## config.mk

```make
export PLATFORM = sky130hd
export DESIGN_NAME = pwm_capture
export DESIGN_NICKNAME = d
export VERILOG_FILES = /design/src/rtl/pwm_capture.sv
export SDC_FILE = /design/constraint.sdc
export NUM_CORES = 1
export LEC_CHECK = 0
export BUFFER_PORTS_ARGS = -buffer_cell sky130_fd_sc_hd__buf_2
export CORE_UTILIZATION = 53
export CTS_CLUSTER_DIAMETER = 150
export DETAILED_ROUTE_END_ITERATION = 12
export PLACE_DENSITY = 0.76
export SKIP_LAST_GASP = 1
export SLEW_MARGIN = 5
export SYNTH_ARGS = -nofsm -noshare
export SYNTH_HDL_FRONTEND = slang
export SYNTH_SLANG_ARGS = --single-unit
```

## constraint.sdc

```tcl
create_clock -name clk -period 1.8 [get_ports clk]
set_input_delay 0.36 -clock clk [delete_from_list [all_inputs] [get_ports clk]]
set_output_delay 0.36 -clock clk [all_outputs]
set_load 0.01 [all_outputs]
```

## src/rtl/pwm_capture.sv

```systemverilog
// pwm_capture: measures high time and period of an asynchronous PWM input in clk cycles.
// Latency: a pin edge is seen 3 clk later (plus FILT_LEN with PWM_FILTER_EN); meas_valid follows 1 clk after the closing rise.
// Backpressure: none. Results are a 1-cycle pulse, and outputs hold their values until the next report.
//
// Ports:
//   clk, rst_n   system clock (posedge) and asynchronous active-low reset
//   pwm_in       asynchronous PWM line
//   high_cnt     high time of the last completed period (saturating)
//   period_cnt   length of the last completed period (saturating)
//   meas_valid   1-cycle pulse when high_cnt/period_cnt are updated
//   stuck        no accepted edge for TIMEOUT cycles
//   stuck_lvl    line level while stuck
//   overflow     last reported period saturated the counter
// Optional: define PWM_FILTER_EN to add a FILT_LEN-cycle glitch filter after the synchronizer.
module pwm_capture #(
    parameter int CNT_W    = 16,
    parameter int TIMEOUT  = 20000,
    parameter int FILT_LEN = 4
) (
    input  logic             clk,
    input  logic             rst_n,
    input  logic             pwm_in,
    output logic [CNT_W-1:0] high_cnt,
    output logic [CNT_W-1:0] period_cnt,
    output logic             meas_valid,
    output logic             stuck,
    output logic             stuck_lvl,
    output logic             overflow
);

    localparam logic [CNT_W-1:0] CNT_MAX = '1;
    localparam logic [CNT_W-1:0] TO_VAL  = CNT_W'(TIMEOUT);
    localparam logic [CNT_W-1:0] CNT_ONE = CNT_W'(1);

    typedef enum logic [1:0] {
        IDLE  = 2'd0,
        HIGH  = 2'd1,
        LOW   = 2'd2,
        STUCK = 2'd3
    } state_t;

    state_t state_q, state_d;

    logic sync_q1, sync_q2;
    logic lvl, lvl_q;
    logic rise, fall;

    logic [CNT_W-1:0] cnt_q;    // cycles since the last restarting rise
    logic [CNT_W-1:0] tcnt_q;   // cycles since the last accepted edge
    logic [CNT_W-1:0] hlat_q;   // high time latched at the fall
    logic             armed_q;  // a genuine high time has been latched for this period

    logic report, enter_stuck, leave_stuck, restart, latch_high, edge_acc, expired;

    // Two-flop synchronizer for the asynchronous pin.
    always_ff @(posedge clk or negedge rst_n) begin
        if (!rst_n) begin
            sync_q1 <= 1'b0;
            sync_q2 <= 1'b0;
        end else begin
            sync_q1 <= pwm_in;
            sync_q2 <= sync_q1;
        end
    end

`ifdef PWM_FILTER_EN
    localparam int FC_W = $clog2(FILT_LEN + 1);
    localparam logic [FC_W-1:0] FC_LAST = FC_W'(FILT_LEN - 1);

    logic [FC_W-1:0] filt_cnt;
    logic            filt_lvl;

    // The new level is taken only after FILT_LEN consecutive samples disagree
    // with the current one. The delay is fixed, so clean H/P are unchanged.
    always_ff @(posedge clk or negedge rst_n) begin
        if (!rst_n) begin
            filt_cnt <= '0;
            filt_lvl <= 1'b0;
        end else if (sync_q2 == filt_lvl) begin
            filt_cnt <= '0;
        end else if (filt_cnt == FC_LAST) begin
            filt_lvl <= sync_q2;
            filt_cnt <= '0;
        end else begin
            filt_cnt <= filt_cnt + FC_W'(1);
        end
    end

    assign lvl = filt_lvl;
`else
    assign lvl = sync_q2;
`endif

    always_ff @(posedge clk or negedge rst_n) begin
        if (!rst_n) lvl_q <= 1'b0;
        else        lvl_q <= lvl;
    end

    assign rise    = lvl & ~lvl_q;
    assign fall    = ~lvl & lvl_q;
    assign expired = (tcnt_q == TO_VAL);

    always_ff @(posedge clk or negedge rst_n) begin
        if (!rst_n) state_q <= IDLE;
        else        state_q <= state_d;
    end

    // An edge takes priority over a timeout that expires in the same cycle.
    always_comb begin
        state_d     = state_q;
        report      = 1'b0;
        enter_stuck = 1'b0;
        leave_stuck = 1'b0;
        restart     = 1'b0;
        latch_high  = 1'b0;
        unique case (state_q)
            IDLE: begin
                if (rise) begin
                    state_d = HIGH;
                    restart = 1'b1;
                end else if (expired) begin
                    state_d     = STUCK;
                    enter_stuck = 1'b1;
                end
            end
            HIGH: begin
                if (fall) begin
                    state_d    = LOW;
                    latch_high = 1'b1;
                end else if (expired) begin
                    state_d     = STUCK;
                    enter_stuck = 1'b1;
                end
            end
            LOW: begin
                if (rise) begin
                    state_d = HIGH;
                    restart = 1'b1;
                    report  = armed_q;
                end else if (expired) begin
                    state_d     = STUCK;
                    enter_stuck = 1'b1;
                end
            end
            STUCK: begin
                if (rise) begin
                    state_d     = HIGH;
                    restart     = 1'b1;
                    leave_stuck = 1'b1;
                end else if (fall) begin
                    state_d     = LOW;
                    leave_stuck = 1'b1;
                end
            end
            default: state_d = IDLE;
        endcase
    end

    assign edge_acc = restart | latch_high | leave_stuck;

    always_ff @(posedge clk or negedge rst_n) begin
        if (!rst_n) begin
            cnt_q   <= '0;
            tcnt_q  <= '0;
            hlat_q  <= '0;
            armed_q <= 1'b0;
        end else begin
            // A rise at cycle e loads 1, so the register equals the elapsed
            // cycle count when the next edge is seen.
            if (restart)             cnt_q <= CNT_ONE;
            else if (cnt_q != CNT_MAX) cnt_q <= cnt_q + CNT_ONE;

            if (edge_acc)            tcnt_q <= CNT_ONE;
            else if (enter_stuck)    tcnt_q <= '0;
            else if (state_q != STUCK && !expired) tcnt_q <= tcnt_q + CNT_ONE;

            if (latch_high) hlat_q <= cnt_q;

            if (latch_high)                            armed_q <= 1'b1;
            else if (restart || enter_stuck || leave_stuck) armed_q <= 1'b0;
        end
    end

    always_ff @(posedge clk or negedge rst_n) begin
        if (!rst_n) begin
            high_cnt   <= '0;
            period_cnt <= '0;
            meas_valid <= 1'b0;
            stuck      <= 1'b0;
            stuck_lvl  <= 1'b0;
            overflow   <= 1'b0;
        end else begin
            meas_valid <= report | enter_stuck;
            if (report) begin
                high_cnt   <= hlat_q;
                period_cnt <= cnt_q;
                overflow   <= (cnt_q == CNT_MAX);
            end else if (enter_stuck) begin
                high_cnt   <= lvl ? TO_VAL : '0;
                period_cnt <= TO_VAL;
                overflow   <= 1'b0;
            end
            if (enter_stuck) begin
                stuck     <= 1'b1;
                stuck_lvl <= lvl;
            end else if (leave_stuck) begin
                stuck     <= 1'b0;
                stuck_lvl <= 1'b0;
            end
        end
    end

endmodule
```

==> qor.txt, run 1 <==
status: finished with violations
failing checks: negative setup slack
fillers: 535
core area: 7250 um2
GRT overflow: 0
wire per inst: 17.4 um
largest net degree at the start of global routing: 38
Die Ht: 88.5 um
num ports: 39
die area: 7830 um2
Initial DRT Pass Iterations: 4
register area share after synthesis: 0.568
Port Buffer Count: 38
Critical Path Sink Type: flop
YS warnings: 0
worst hold path type: in -> reg
Synth Flop Type: dfrtp_1
Hold Slack: 0.103 ns
gr usage total: 0.245
Worst Tran Pin Value: 0.483 ns
Final setup viols: 14
Initial Utilization: 0.547
final slew viol count: 0
DRT antenna net count: 0
Startpoint Class: flop
synthesized instance count: 333
Max FO, Critical Path: 12
drc violations: 0
vias post-DR: 3,054
routed wire length: 8980 um
leak pwr: 0.00245 uW
WP data required: 2.04 ns
arrival time at the worst endpoint: 2.10 ns
final hold vios: 0
Power Density: 1200 nW/um2
Yosys reg bits: 90
antenna cells: 0
area grow syn2layout: 24.4%
first-pass GRT wire length: 14,200 um
Syn Area/Cell: 11.9 um2
Worst-path clk slew: 0.09 ns
DR vias/cell: 5.92
most frequent cells in the layout: 89 x dfrtp_1, 40 x buf_4, 37 x buf_2, 23 x a22o_1, 22 x nand2_1
clk_lat worst skew: 0.36 ns
Peak VDD IR: 0.615 mV
share of cells above drive strength 1: 0.333
Post-synth EDFFs: 0
Max Fclk: 539 MHz
Async SR Flop Fraction: 1.00
Max H-tree Level: 3
Clock Tree Buf Depth: 2
vias in the first global route: 2,945
clock sinks: 90
commonest non-fill, non-tap cell in the layout: dfrtp_1
post-detail-place hpwl: 5840 um
initial antenna violation count: 0
Yosys cell types: 60
GPL Wtd Cong: 0.820
relative max-transition margin: 0.678
number of CTS-inserted buffers: 9
PnR worst setup slack: -0.0546 ns
number of max-cap violations: 0
clock tree from TritonCTS: yes
Mapped Area: 3970 um2
syn_nets: 341
nets@finish: 420
minimum clock period: 1.85 ns
WS Path Type: reg -> reg
row count: 31
clock root buffer: clkbuf_8
period utilization: 1.03
final clock skew: 0.00978 ns
setup repair after global routing missed its margin: true
chip width: 88.5 um
TNS Setup: -0.290 ns
initial drt markers: 140
[metrics by stage]
stage,worst slack [ns],instances,instance area (um2),power (uW),utilization
finish,-0.0546,516,4930,5910,0.680
global route,-0.0927,516,4930,6180,0.680
CTS,0.00113,511,4870,5850,0.672
detailed placement,0.0149,491,4540,4070,0.625
global placement,0.0674,491,4540,4010,0.625
floorplan,0.00874,333,3970,3450,-
[metal layers]
layer  wire, um  part of all wire  GRT usage  vias up
met3        498             0.055     0.0541       12
met4        108             0.012      0.126        0
met2       4240              0.47      0.367      111
li1           -                 -          -     1410
met5          0                 0          0        -
met1       4140              0.46      0.336     1521
[logic make-up after synthesis]
logic type | count (synthesis) | share of synthesized area
mux | 16 | 0.0445
compound gates | 83 | 0.161
xor+xnor | 11 | 0.0243
fa+ha+maj | 5 | 0.0158
simple gates | 100 | 0.153
flops | 90 | 0.568
buf+inv | 28 | 0.0337
[layout make-up]
type	instances	area (um2)	area share
Clock buffer	9	124	0.0251
Multi-Input combinational cell	215	1640	0.332
Inverter	10	37.5	0.00761
Timing Repair Buffer	86	634	0.129
Clock inverter	7	121	0.0246
Sequential cell	90	2250	0.457
Tap cell	99	124	0.0251
[final timing paths]
check	start	endpoint	slack (ns)	depth (start not counted)
worst max-delay path	tcnt_q[0]	high_cnt[5]	-0.05	7
worst min-delay path	pwm_in	sync_q1	0.10	1
worst max register to register	tcnt_q[0]	high_cnt[5]	-0.05	7
worst min register to register	sync_q1	lvl	0.36	0
max in group asynchronous	rst_n	state_q[0]	0.74	3
min in group asynchronous	rst_n	high_cnt[3]	0.50	2
[worst max-delay path, cell delays in order, from the launching register on]
cell and delay (ns):
dfrtp_1 0.40, inv_2 0.09, ha_4 0.13, and4bb_2 0.27, and4_4 0.26, a21oi_4 0.12
buf_12 0.17, a221o_1 0.29
[state kept, by name (all words and copies together) (netlist names)]
signal      cells
meas_valid      1
overflow        1
lvl_q           1
hlat_q         16
lvl             1
sync_q1         1
armed_q         1
tcnt_q         16
state_q         2
stuck_lvl       1
cnt_q          16
stuck           1
period_cnt     16
high_cnt       16
[power breakdown]
group / internal [uW] / total [uW] / switching (uW)
clock: 934 / 1670 / 737
combinational: 782 / 1630 / 847
sequential: 2340 / 2600 / 265
[synthesized netlist by cell type (all sizes together) (4+ instances only)]
cell    count  area [um2]
a21oi      11        62.6
nand2      22        82.6
a211oi      4        35.0
and4        4        37.5
nor4        4        55.1
and3        8        50.1
mux2       13         146
inv        10        37.5
or3         6        37.5
and2        5        31.3
o21ai      15        75.1
nor3        6        40.0
clkbuf      8        30.0
buf        10        66.3
dfrtp      90        2250
nand3       9        45.0
ha          5        62.6
xor2       11        96.3
nor2       15        56.3
a22o       23         201
nand4      12        96.3
a221o       5        50.1
[repair_timing]
item	CTS	global route
setup buffers	2	4
gates resized for setup	9	9
hold endpoints to repair	32	0
pin swaps	3	10
cloned	1	1
hold buffers	1	0
endpoints found under the setup margin	12	44
(Power assumes the default switching activity.)
==> run 2, diff against run 1 <==
--- a/config.mk
+++ b/config.mk
@@ -6,10 +6,9 @@
 export NUM_CORES = 1
 export LEC_CHECK = 0
 export BUFFER_PORTS_ARGS = -buffer_cell sky130_fd_sc_hd__buf_2
-export CORE_UTILIZATION = 53
+export CORE_UTILIZATION = 30
 export CTS_CLUSTER_DIAMETER = 150
 export DETAILED_ROUTE_END_ITERATION = 12
-export PLACE_DENSITY = 0.76
 export SKIP_LAST_GASP = 1
 export SLEW_MARGIN = 5
 export SYNTH_ARGS = -nofsm -noshare
==> run 2 against run 1 <==
Effect of this change: the run now ends clean; cell count grew 15%; first-iteration DRC count rose by 25%; non-clock buffer count increased by 2; die area up 75%.
==> qor.txt, run 2 (synthesis results as in run 1) <==
Die Ht: 117 um (+32%)
largest net degree at the start of global routing: 39 (+2.6%)
vias in the first global route: 2,850 (-3.2%)
nets@finish: 422 (+0.48%)
post-detail-place hpwl: 6160 um (+5.3%)
share of cells above drive strength 1: 0.329 (-0.00398)
status: completed
highest metal used: met4
minimum clock period: 1.76 ns (-0.0976 ns)
Final setup viols: 0 (-14)
drc violations: 0 (unchanged)
Port Buffer Count: 38 (unchanged)
wire per inst: 15.0 um (-14%)
Post-Place Worst Slack: 0.0106 ns (-0.00427 ns)
area grow syn2layout: 28.5%
row count: 41 (+32%)
first-pass GRT wire length: 14,600 um (+3.1%)
PnR worst setup slack: 0.0430 ns (+0.0976 ns)
Startpoint Class: flop
final hold vios: 0 (unchanged)
gr usage total: 0.140 (-0.105)
commonest non-fill, non-tap cell in the layout: dfrtp_1
Hold Slack: 0.130 ns (+0.0269 ns)
worst hold path type: in -> reg
Critical Path Sink Type: flop
CP peak stage delay: 0.38 ns (-0.02 ns)
clock root buffer: clkbuf_16
clock sinks: 90 (unchanged)
Max H-tree Level: 3 (unchanged)
die area: 13,700 um2 (+75%)
Clock Tree Buf Depth: 2 (unchanged)
wire length on met3: 326 um (-35%)
relative max-transition margin: 0.675 (-0.00339)
DR vias/cell: 4.98 (-16%)
arrival time at the worst endpoint: 1.97 ns (-0.13 ns)
period utilization: 0.976 (-0.0542)
final slew viol count: 0 (unchanged)
slowest CP cell: dfrtp_1
DRT antenna net count: 0 (unchanged)
number of CTS-inserted buffers: 9 (unchanged)
Worst-path clk slew: 0.06 ns (-0.03 ns)
core area: 12,800 um2 (+76%)
number of max-cap violations: 0 (unchanged)
non-filler cells, final: 591 (+15%)
WS Path Type: reg -> reg
final clock skew: 0.00705 ns (-0.00273 ns)
Power Density: 1180 nW/um2 (-1.8%)
Routed met1 length: 4370 um (+5.6%)
chip width: 117 um (+32%)
num ports: 39 (unchanged)
placed instance count: 567 (+15%)
WP data required: 2.02 ns (-0.02 ns)
leak pwr: 0.00248 uW (+1.1%)
setup repair after global routing missed its margin: true
Initial Utilization: 0.311 (-0.236)
met2 routed WL: 4020 um (-5.0%)
utilization after layout: 0.399 (-0.281)
antenna cells: 0 (unchanged)
initial drt markers: 175 (+25%)
initial antenna violation count: 0 (unchanged)
Peak VDD IR: 0.462 mV (-25%)
Max Fclk: 569 MHz (+5.6%)
Initial DRT Pass Iterations: 4 (unchanged)
routed wire length: 8870 um (-1.3%)
vias post-DR: 2,942 (-3.7%)
Max FO, Critical Path: 7 (-5)
GPL Wtd Cong: 0.822 (+0.22%)
crit-path cells: inv_2, ha_4, and4bb_2, and4_4, a21oi_4, buf_12, a221o_1
clock tree from TritonCTS: yes
GRT overflow: 0 (unchanged)
clk_lat worst skew: 0.33 ns (-0.03 ns)
most frequent cells in the layout: 90 x dfrtp_1, 44 x buf_4, 37 x buf_2, 23 x a22o_1, 21 x nand2_1
Worst Tran Pin Value: 0.488 ns (+0.00508 ns)
==> run 2: final timing paths <==
kind                           start            end  slack [ns]  depth (start not counted)
hold / removal                pwm_in        sync_q1        0.13                          1
setup / recovery           tcnt_q[0]   high_cnt[11]        0.04                          7
min in group asynchronous      rst_n  period_cnt[6]        0.55                          2
max in group asynchronous      rst_n    high_cnt[5]        0.68                          3
hold reg to reg              sync_q1            lvl        0.35                          0
setup reg to reg           tcnt_q[0]   high_cnt[11]        0.04                          7
==> run 2: through the flow <==
step	total power (uW)	setup TNS [ns]	cell area, um2
floorplan	3450	0	3970
CTS	5920	0	4950
global placement	4120	0	4650
finish	5990	0	5090
global route	6330	-0.145	5090
detailed placement	4150	0	4650
==> run 2: layer usage <==
metal / global-route usage / vias to the layer above
met5: 0 / -
met4: 0.0582 / 0
met3: 0.0257 / 9
met2: 0.210 / 52
met1: 0.199 / 1462
li1: - / 1419
==> run 2: what timing repair did <==
item                                   in CTS  in global routing
hold buffers                                1                  0
setup buffers                               1                  4
cloned                                      0                  2
pin swaps                                   0                  6
resized for setup                           0                 15
setup endpoints to repair                   4                 23
endpoints found under the hold margin      11                  0
==> run 2: final cells by class <==
class | count | area [um2]
Clock buffer | 11 | 243
Clock inverter | 5 | 37.5
Fill cell | 1183 | 7680
Inverter | 10 | 37.5
Multi-Input combinational cell | 215 | 1650
Sequential cell | 90 | 2250
Tap cell | 172 | 215
Timing Repair Buffer | 88 | 656
==> run 2: critical path: cells and delay by family, from the launching register on <==
family | cells | cell delay (ns)
simple gates | 2 | 0.49
compound gates | 2 | 0.41
flops | 1 | 0.38
buf+inv | 2 | 0.23
fa+ha+maj | 1 | 0.11
==> run 2: power breakdown <==
part / leakage (uW) / switching, uW / internal, uW
logic: 0.00113 / 841 / 798
registers: 0.00122 / 256 / 2340
clock network: 0.000133 / 773 / 981
